===== src/rtl/data_out_buffer.sv =====
// data_out_buffer
// Elastic first-word-fall-through output stage that sits after TOP. It takes
// TOP's byte stream, absorbs consumer back-pressure, drops bytes that arrive
// while it is full, and latches a sticky overflow flag when that happens.
//
// Optional feature macro: DATA_OUT_BUFFER_CHECKSUM_EN
//   defined   -> CSUM_O is a running mod-256 sum of every delivered byte
//   undefined -> no checksum register is built; CSUM_O is tied to 8'h00
//
// P_DELAY only exists for port/parameter compatibility with simulation
// models that add intra-assignment delays. It has no functional effect here.
//
// Occupancy FSM
//   state     | meaning
//   S_RST     | first cycle after reset: not ready, nothing valid
//   S_EMPTY   | count == 0: ready, nothing to present
//   S_PARTIAL | 0 < count < P_DEPTH: ready and presenting the head byte
//   S_FULL    | count == P_DEPTH: presenting the head byte, incoming bytes dropped
module data_out_buffer #(
    parameter int P_DEPTH = 8,
    parameter int P_DELAY = 1
) (
    input  logic                     CLK_I,
    input  logic                     RST_I,
    input  logic [7:0]               DATA_I,
    input  logic                     VALID_I,
    output logic                     READY_O,
    output logic [7:0]               DATA_O,
    output logic                     VALID_O,
    input  logic                     READY_I,
    output logic [$clog2(P_DEPTH):0] LEVEL_O,
    output logic                     OVERFLOW_O,
    output logic [7:0]               CSUM_O
);

    localparam int AW = $clog2(P_DEPTH);
    localparam int CW = AW + 1;
    localparam logic [CW-1:0] FULL_CNT = CW'(P_DEPTH);

    // Reject parameterisations the pointer arithmetic cannot support.
    if ((P_DEPTH < 2) || ((P_DEPTH & (P_DEPTH - 1)) != 0)) begin : g_bad_depth
        $error("data_out_buffer: P_DEPTH must be a power of two >= 2");
    end
    if (P_DELAY < 0) begin : g_bad_delay
        $error("data_out_buffer: P_DELAY must not be negative");
    end

    typedef enum logic [1:0] {
        S_RST     = 2'd0,
        S_EMPTY   = 2'd1,
        S_PARTIAL = 2'd2,
        S_FULL    = 2'd3
    } state_t;

    state_t          state_q;
    state_t          state_nxt;
    logic [CW-1:0]   count_q;
    logic [CW-1:0]   count_nxt;
    logic [AW-1:0]   wr_ptr_q;
    logic [AW-1:0]   rd_ptr_q;
    logic            overflow_q;
    logic [7:0]      mem [P_DEPTH];
    logic            push;
    logic            pop;
    logic            drop;

    // Handshake outputs decode from the registered state only, so neither
    // READY_I nor DATA_I has a combinational path to the outputs.
    always_comb begin
        READY_O   = 1'b0;
        VALID_O   = 1'b0;
        push      = 1'b0;
        pop       = 1'b0;
        drop      = 1'b0;
        count_nxt = count_q;
        state_nxt = state_q;

        case (state_q)
            S_RST: begin
                READY_O = 1'b0;
                VALID_O = 1'b0;
            end
            S_EMPTY: begin
                READY_O = 1'b1;
            end
            S_PARTIAL: begin
                READY_O = 1'b1;
                VALID_O = 1'b1;
            end
            S_FULL: begin
                VALID_O = 1'b1;
            end
            default: begin
                READY_O = 1'b0;
                VALID_O = 1'b0;
            end
        endcase

        push = VALID_I && READY_O;
        pop  = VALID_O && READY_I;
        drop = VALID_I && (state_q == S_FULL);

        if (push && !pop) begin
            count_nxt = count_q + CW'(1);
        end else if (pop && !push) begin
            count_nxt = count_q - CW'(1);
        end

        if (count_nxt == '0) begin
            state_nxt = S_EMPTY;
        end else if (count_nxt == FULL_CNT) begin
            state_nxt = S_FULL;
        end else begin
            state_nxt = S_PARTIAL;
        end
    end

    // State, occupancy, pointers and the sticky overflow flag.
    always_ff @(posedge CLK_I) begin
        if (RST_I) begin
            state_q    <= S_RST;
            count_q    <= '0;
            wr_ptr_q   <= '0;
            rd_ptr_q   <= '0;
            overflow_q <= 1'b0;
        end else begin
            state_q <= state_nxt;
            count_q <= count_nxt;
            if (push) begin
                wr_ptr_q <= wr_ptr_q + AW'(1);
            end
            if (pop) begin
                rd_ptr_q <= rd_ptr_q + AW'(1);
            end
            if (drop) begin
                overflow_q <= 1'b1;
            end
        end
    end

    // Storage array; contents are not reset, validity comes from the count.
    always_ff @(posedge CLK_I) begin
        if (push && !RST_I) begin
            mem[wr_ptr_q] <= DATA_I;
        end
    end

    // Head byte is masked to zero while empty so DATA_O reads 0 after reset.
    assign DATA_O     = VALID_O ? mem[rd_ptr_q] : 8'h00;
    assign LEVEL_O    = count_q;
    assign OVERFLOW_O = overflow_q;

`ifdef DATA_OUT_BUFFER_CHECKSUM_EN
    logic [7:0] csum_q;

    // Running mod-256 sum of every byte handed to the consumer.
    always_ff @(posedge CLK_I) begin
        if (RST_I) begin
            csum_q <= 8'h00;
        end else if (pop) begin
            csum_q <= csum_q + DATA_O;
        end
    end

    assign CSUM_O = csum_q;
`else
    assign CSUM_O = 8'h00;
`endif

endmodule


===== config.mk =====
export PLATFORM = sky130hd
export DESIGN_NAME = data_out_buffer
export DESIGN_NICKNAME = d
export VERILOG_FILES = /design/src/rtl/data_out_buffer.sv
export SDC_FILE = /design/constraint.sdc
export NUM_CORES = 1
export LEC_CHECK = 0
export CORE_ASPECT_RATIO = 1.2
export CORE_MARGIN = 2
export CORE_UTILIZATION = 25
export CTS_BUF_LIST = sky130_fd_sc_hd__clkbuf_8
export CTS_CLUSTER_DIAMETER = 30
export DETAILED_ROUTE_END_ITERATION = 10
export HOLD_SLACK_MARGIN = 0.06
export MAX_ROUTING_LAYER = met4
export RECOVER_POWER = 50
export REMOVE_ABC_BUFFERS = 1
export SETUP_SLACK_MARGIN = 0.4
export SLEW_MARGIN = 20
export SYNTH_ARGS = -nofsm -noshare
export SYNTH_HDL_FRONTEND = slang
export SYNTH_SLANG_ARGS = --single-unit

===== constraint.sdc =====
create_clock -name CLK_I -period 2.74 [get_ports CLK_I]
set_clock_uncertainty 0.2 [all_clocks]
set_input_delay 0.685 -clock CLK_I [delete_from_list [all_inputs] [get_ports CLK_I]]
set_output_delay 0.685 -clock CLK_I [all_outputs]
set_load 0.02 [all_outputs]

==> metrics.csv, run 1 <==
metric,value,unit
die_h,129.9,um
reg2reg_setup_slack,610,ps
fin_tns_setup,0,ps
hold_ws,281.1,ps
synthXorXnorAreaFrac,1.590,%
slowest_stage,mux4_2,
p_sw,1.020,mW
worst-path-max-fanout,5,
placed_cell_area,3839,sq um
fin_ws,64.24,ps
synth_top_area_share,58.16,%
ys_ff_latch,80,
required,1860,ps
stdcell_count,427,
ys_async_sr_fraction,0,%
muxShareOfSynthArea,14.01,%
first_iter_violations,110,
whs_path_depth,2,
rows,46,
crit_chain,buf_8 -> mux4_2 -> mux2i_2 -> nor2_1 -> buf_2,
clock-sinks,80,
worstPathArrival,1790,ps
coreArea,13070,sq um
hold_path_end,OVERFLOW_O$_SDFFE_PP0P_,
synthTopCellsByArea,"edfxtp_1 (58%), dfxtp_1 (9.7%), mux4_2 (6.8%)",
holdCritStartpoint,OVERFLOW_O$_SDFFE_PP0P_,
first_global_vias,1794,
switching_share,29.48,%
tightest_slew,596.6,ps
routed_via_density,4.173,
r2r_end,mem[6][1]$_DFFE_PP_,
max-cap-violations,0,
netlist_area,3304,sq um
p_comb_share,32.3,%
nets,272,
placedCellCount,406,
io_buffers,26,
postCtsHoldBufs,0,
grt_usage,9.084,%
ant_nets,0,
p_per_area,842.8,nW/um^2
dp_hpwl,3.964,mm
rsz0062_at_grt,true,
clk_pin_slew_worst_paths,80,ps
wl_per_cell,14.01,um
synth_edf_count,64,
area_delta_synth_final,24.27,%
hp-class,reg -> reg,
die_x,109.0,um
ctsRootBufferMaster,clkbuf_8,
netlist-cell-type-count,37,
ioPinCount,35,
finalMaxSlewViolations,0,
routed_wl,5.981,mm
grt.overflow.total,0,
synth-seq-area-share,67.85,%
fmax,373.7,MHz
status,"finished, final reports clean",
dr.pass1.iters,4,
cts_made_buffers,9,
grt_max_degree,14,
critPathLaunchType,flop,
syn_inst,202,
synthTopCellsByCount,"edfxtp_1 (64), nor2_1 (25), dfxtp_1 (16)",
avgSynthCellArea,16.36,sq um
drive_gt1_share,28.19,%
post-route-period-util,97.66,%
yosys.area_share.simple,6.929,%
synth_top_cell_by_area,edfxtp_1,
hold_viol_final,0,
fin_area,4106,sq um
power_frac_clock,24.6,%
gp_congestion,0.7543,
synth.most_common_cell,edfxtp_1,
final_core_util,31.43,%
cts_tree,built,
drc,0,
vias,1782,
synth_compound_area_share,2.916,%
synth_ff_type,edfxtp_1,
ir_worst_vdd,0.0003539,V
total_power,3.461,mW
leakagePower,1.378,nW
relSlewSlack,60.23,%
grt_antenna_before_repair,0,
rr_startpoint,state_q[0]$_SDFF_PP0_,
cp-end-kind,output pin,
synth_warnings,0,
synth_fa_ha_area_share,2.272,%
clk_latency,340,ps
setup_viol_count_final,0,
cts-htree-levels,3,
reg2regPathDepth,6,
finalCriticalPeriod,2676,ps
p_int,2.440,mW
worst_path_largest_cell_delay,500,ps
antenna_cells,0,
path_class,reg -> out,
initial_core_util,25.29,%
dieArea,14160,sq um
synth_top_family_by_area,multiplexers,
pre_cts_ws,-41.35,ps
clockBufferDepth,2,
p_seq_share,43.2,%
grt_first_pass_wirelength,9.204,mm
## flip-flops by register name, summed over array words and instances (netlist names), named ones only
| signal | count |
|---|---|
| wr_ptr_q | 3 |
| rd_ptr_q | 3 |
| LEVEL_O | 4 |
| state_q | 2 |
| mem | 64 |
| OVERFLOW_O | 1 |
## critical path, delay by kind of cell, from the launching register on
family / cells / cell delay (ps)
buf+inv: 2 / 290
simple gates: 1 / 50
flops: 1 / 420
mux: 2 / 690
## power by group through the flow
stage,combinational (mW),clock (mW),sequential (mW)
floorplan,0.551,0,1.54
global placement,0.986,0,1.50
detailed placement,1.00,0,1.50
CTS,1.03,0.878,1.48
global route,1.21,0.917,1.51
finish,1.12,0.851,1.49
## cell usage in the layout (no fill, tap or decap), types with 4 or more instances in the layout
| cell | synthesis | final |
|---|---|---|
| buf_4 | 10 | 22 |
| nor3_1 | 5 | 5 |
| dfxtp_1 | 16 | 14 |
| edfxtp_1 | 64 | 64 |
| inv_1 | 5 | 5 |
| dlygate4sd3_1 | 0 | 10 |
| a21oi_1 | 4 | 4 |
| ha_1 | 6 | 4 |
| clkbuf_1 | 2 | 4 |
| conb_1 | 1 | 8 |
| clkdlybuf4s50_1 | 0 | 4 |
| mux2i_1 | 8 | 7 |
| mux4_2 | 10 | 16 |
| clkbuf_8 | 0 | 11 |
| nand2_1 | 11 | 11 |
| nor2_1 | 25 | 24 |
## final cells by class
class / instances / area (sq um)
fillers: 1290 / 8959
multi-input cells: 108 / 965.9
repair buffers: 50 / 457.9
clock inverters: 5 / 50.05
clock buffers: 11 / 151.4
well taps: 168 / 210.2
inverters: 5 / 23.77
flip-flops and latches: 80 / 2247
## layer usage
layer | part of all wire (%) | track usage (%) | vias to the layer above
li1 | - | - | 850
met2 | 53 | 16.04 | 30
met1 | 42 | 9.498 | 895
met5 | 0 | - | -
met4 | 2.2 | 4.449 | 0
met3 | 3.2 | 1.998 | 7
## logic make-up after synthesis
| group | count (synthesis) |
|---|---|
| AND/OR/NAND/NOR | 51 |
| buffers and inverters | 21 |
| AO/OA/AOI/OAI | 13 |
| XOR/XNOR | 6 |
| multiplexers | 24 |
| other | 1 |
| flip-flops | 80 |
| adder cells (fa/ha/maj) | 6 |
## how the worst max path moves through the flow
stage / endpoint / slack [ps] / cells past startpoint
after floorplan: DATA_O[0] / 180 / 3
after global placement: DATA_O[7] / 0.06 / 5
after detailed placement: DATA_O[1] / -40 / 5
after CTS: DATA_O[4] / 20 / 5
after global routing: DATA_O[4] / -50 / 5
final: DATA_O[4] / 60 / 5
## repair_timing
item / in CTS / in global routing
buffers inserted: 2 / 2
resized for setup: 56 / 17
gates cloned: 1 / 0
setup endpoints to repair: 12 / 10
pin swaps: 5 / 5
No activity file was read; power rests on OpenSTA's default activity.
==> run 2: changes to the inputs <==
--- a/config.mk
+++ b/config.mk
@@ -13,10 +13,11 @@
 export DETAILED_ROUTE_END_ITERATION = 10
 export HOLD_SLACK_MARGIN = 0.06
 export MAX_ROUTING_LAYER = met4
+export PLACE_DENSITY = 0.53
 export RECOVER_POWER = 50
 export REMOVE_ABC_BUFFERS = 1
 export SETUP_SLACK_MARGIN = 0.4
-export SLEW_MARGIN = 20
+export SLEW_MARGIN = 30
 export SYNTH_ARGS = -nofsm -noshare
 export SYNTH_HDL_FRONTEND = slang
 export SYNTH_SLANG_ARGS = --single-unit
==> run 2 against run 1 <==
Critical path depth rose by 1. Combinational power down 4%. Total power is 0.10% higher. Cell area down 0.43%. Sequential share of layout area increased by 0.20 points. Global-route usage rose by 1.1 points. Critical path type unchanged. Largest cell class unchanged.
==> metrics.csv, run 2 (same netlist as run 1, synthesis figures left out) <==
metric,value,unit,change
tightest_slew,605.2,ps,was 596.6 ps
postCtsHoldBufs,0,,unchanged
grt_antenna_before_repair,1,,was 0
setup_viol_count_final,0,,unchanged
status,"finished, final reports clean",,unchanged
final_cell_mix,"edfxtp_1 (64), nor2_1 (24), buf_4 (19)",,"was edfxtp_1 (64), nor2_1 (24), buf_4 (22)"
path_class,reg -> out,,unchanged
ir_worst_vdd,0.0003798,V,was 0.0003539 V
cp-end-kind,output pin,,unchanged
worstPathArrival,1830,ps,was 1790 ps
vias,1764,,was 1782
post-route-period-util,99.05,%,was 97.66%
first_iter_violations,91,,was 110
routed_via_density,4.180,,was 4.173
cts_made_buffers,9,,unchanged
relSlewSlack,59.66,%,was 60.23%
final_common_cell,edfxtp_1,,unchanged
grt.overflow.total,0,,unchanged
critPathLaunchType,flop,,unchanged
hold_viol_final,0,,unchanged
initial_core_util,25.29,%,unchanged
dp_hpwl,3.968,mm,was 3.964 mm
coreArea,13070,sq um,unchanged
die_h,129.9,um,unchanged
nets,267,,was 272
top_register,mem,,unchanged
grt_first_pass_wirelength,9.970,mm,was 9.204 mm
dieArea,14160,sq um,unchanged
first_global_vias,1821,,was 1794
drive_gt1_share,24.51,%,was 28.19%
stdcell_count,422,,was 427
fmax,368.5,MHz,was 373.7 MHz
ioPinCount,35,,unchanged
finalMaxSlewViolations,0,,unchanged
clockBufferDepth,2,,unchanged
hp-class,reg -> reg,,unchanged
gp_congestion,0.6671,,was 0.7543
leakagePower,1.380,nW,was 1.378 nW
grt_usage,10.16,%,was 9.084%
clk_latency,350,ps,was 340 ps
area_delta_synth_final,23.74,%,was 24.27%
clk_pin_slew_worst_paths,80,ps,about the same
max-cap-violations,0,,unchanged
hold_ws,280.5,ps,was 281.1 ps
io_buffers,26,,unchanged
ctsRootBufferMaster,clkbuf_8,,unchanged
cts-htree-levels,3,,unchanged
ant_nets,0,,unchanged
dr.pass1.iters,5,,was 4
die_x,109.0,um,unchanged
wl_per_cell,15.21,um,was 14.01 um
drc,0,,unchanged
rows,46,,unchanged
worst-path-max-fanout,8,,was 5
cts_tree,built,,unchanged
largest_reg_flops,64,,unchanged
rsz0062_at_grt,true,,unchanged
finalCriticalPeriod,2714,ps,was 2676 ps
grt_max_degree,17,,was 14
required,1860,ps,about the same
p_per_area,847.3,nW/um^2,was 842.8 nW/um^2
placedCellCount,400,,was 406
clock-sinks,80,,unchanged
routed_wl,6.419,mm,was 5.981 mm
==> run 2: what timing repair did <==
action	CTS	global route
endpoints found under the setup margin	12	10
endpoints found under the hold margin	0	0
setup buffers	5	0
gates cloned	1	0
pin swaps	4	3
resized for setup	50	4
==> run 2: report_power, final <==
part	internal [mW]	switching, mW	leakage (nW)	total, mW
sequential	1.40	0.0751	0.708	1.48
clock	0.506	0.413	0.107	0.920
combinational	0.536	0.533	0.565	1.07
==> run 2: layer usage <==
| metal | track usage (%) | part of all wire (%) |
|---|---|---|
| met5 | - | 0 |
| met2 | 15.71 | 48 |
| met1 | 12.20 | 45 |
| met3 | 2.498 | 4.7 |
| met4 | 5.430 | 2.3 |
==> run 2: worst max-delay path: stages (launching register included) <==
cell	delay [ps]
dfxtp_4	380
buf_12	110
buf_16	130
mux4_2	510
mux2i_1	140
nor2_1	60
buf_4	150
==> run 2: worst paths after layout <==
check	from	endpoint	slack, ps	cells past startpoint
worst max-delay path	flop	DATA_O[1]	30	6
worst min-delay path	OVERFLOW_O$_SDFFE_PP0P_	OVERFLOW_O$_SDFFE_PP0P_	280	2
worst max register to register	state_q[0]$_SDFF_PP0_	state_q[1]$_SDFF_PP0_	670	7
worst min register to register	OVERFLOW_O$_SDFFE_PP0P_	OVERFLOW_O$_SDFFE_PP0P_	280	2
==> run 2: layout make-up <==
class / instances / area [sq um]
Fill cell: 1276 / 8976
Sequential cell: 80 / 2246
Multi-Input combinational cell: 108 / 959.7
Timing Repair Buffer: 45 / 442.9
Tap cell: 168 / 210.2
Clock buffer: 9 / 123.9
Clock inverter: 6 / 85.08
Inverter: 5 / 18.77
Antenna cell: 1 / 2.502
==> run 2: metrics by stage <==
| stage | power, mW | utilization [%] | instance area [sq um] | setup TNS [ps] | setup WS [ps] |
|---|---|---|---|---|---|
| 5_1_grt | 3.651 | 31.30 | 4089 | -518.7 | -104.5 |
| 6_report | 3.464 | 31.30 | 4089 | 0 | 26.00 |
| 3_5_place_dp | 2.483 | 29.18 | 3812 | 0 | 9.757 |
| 4_1_cts | 3.502 | 31.24 | 4081 | -0.6497 | -0.6497 |
| 2_1_floorplan | 2.092 | - | 3207 | 0 | 183.2 |
| 3_3_place_gp | 2.470 | 29.18 | 3812 | 0 | 0.7894 |
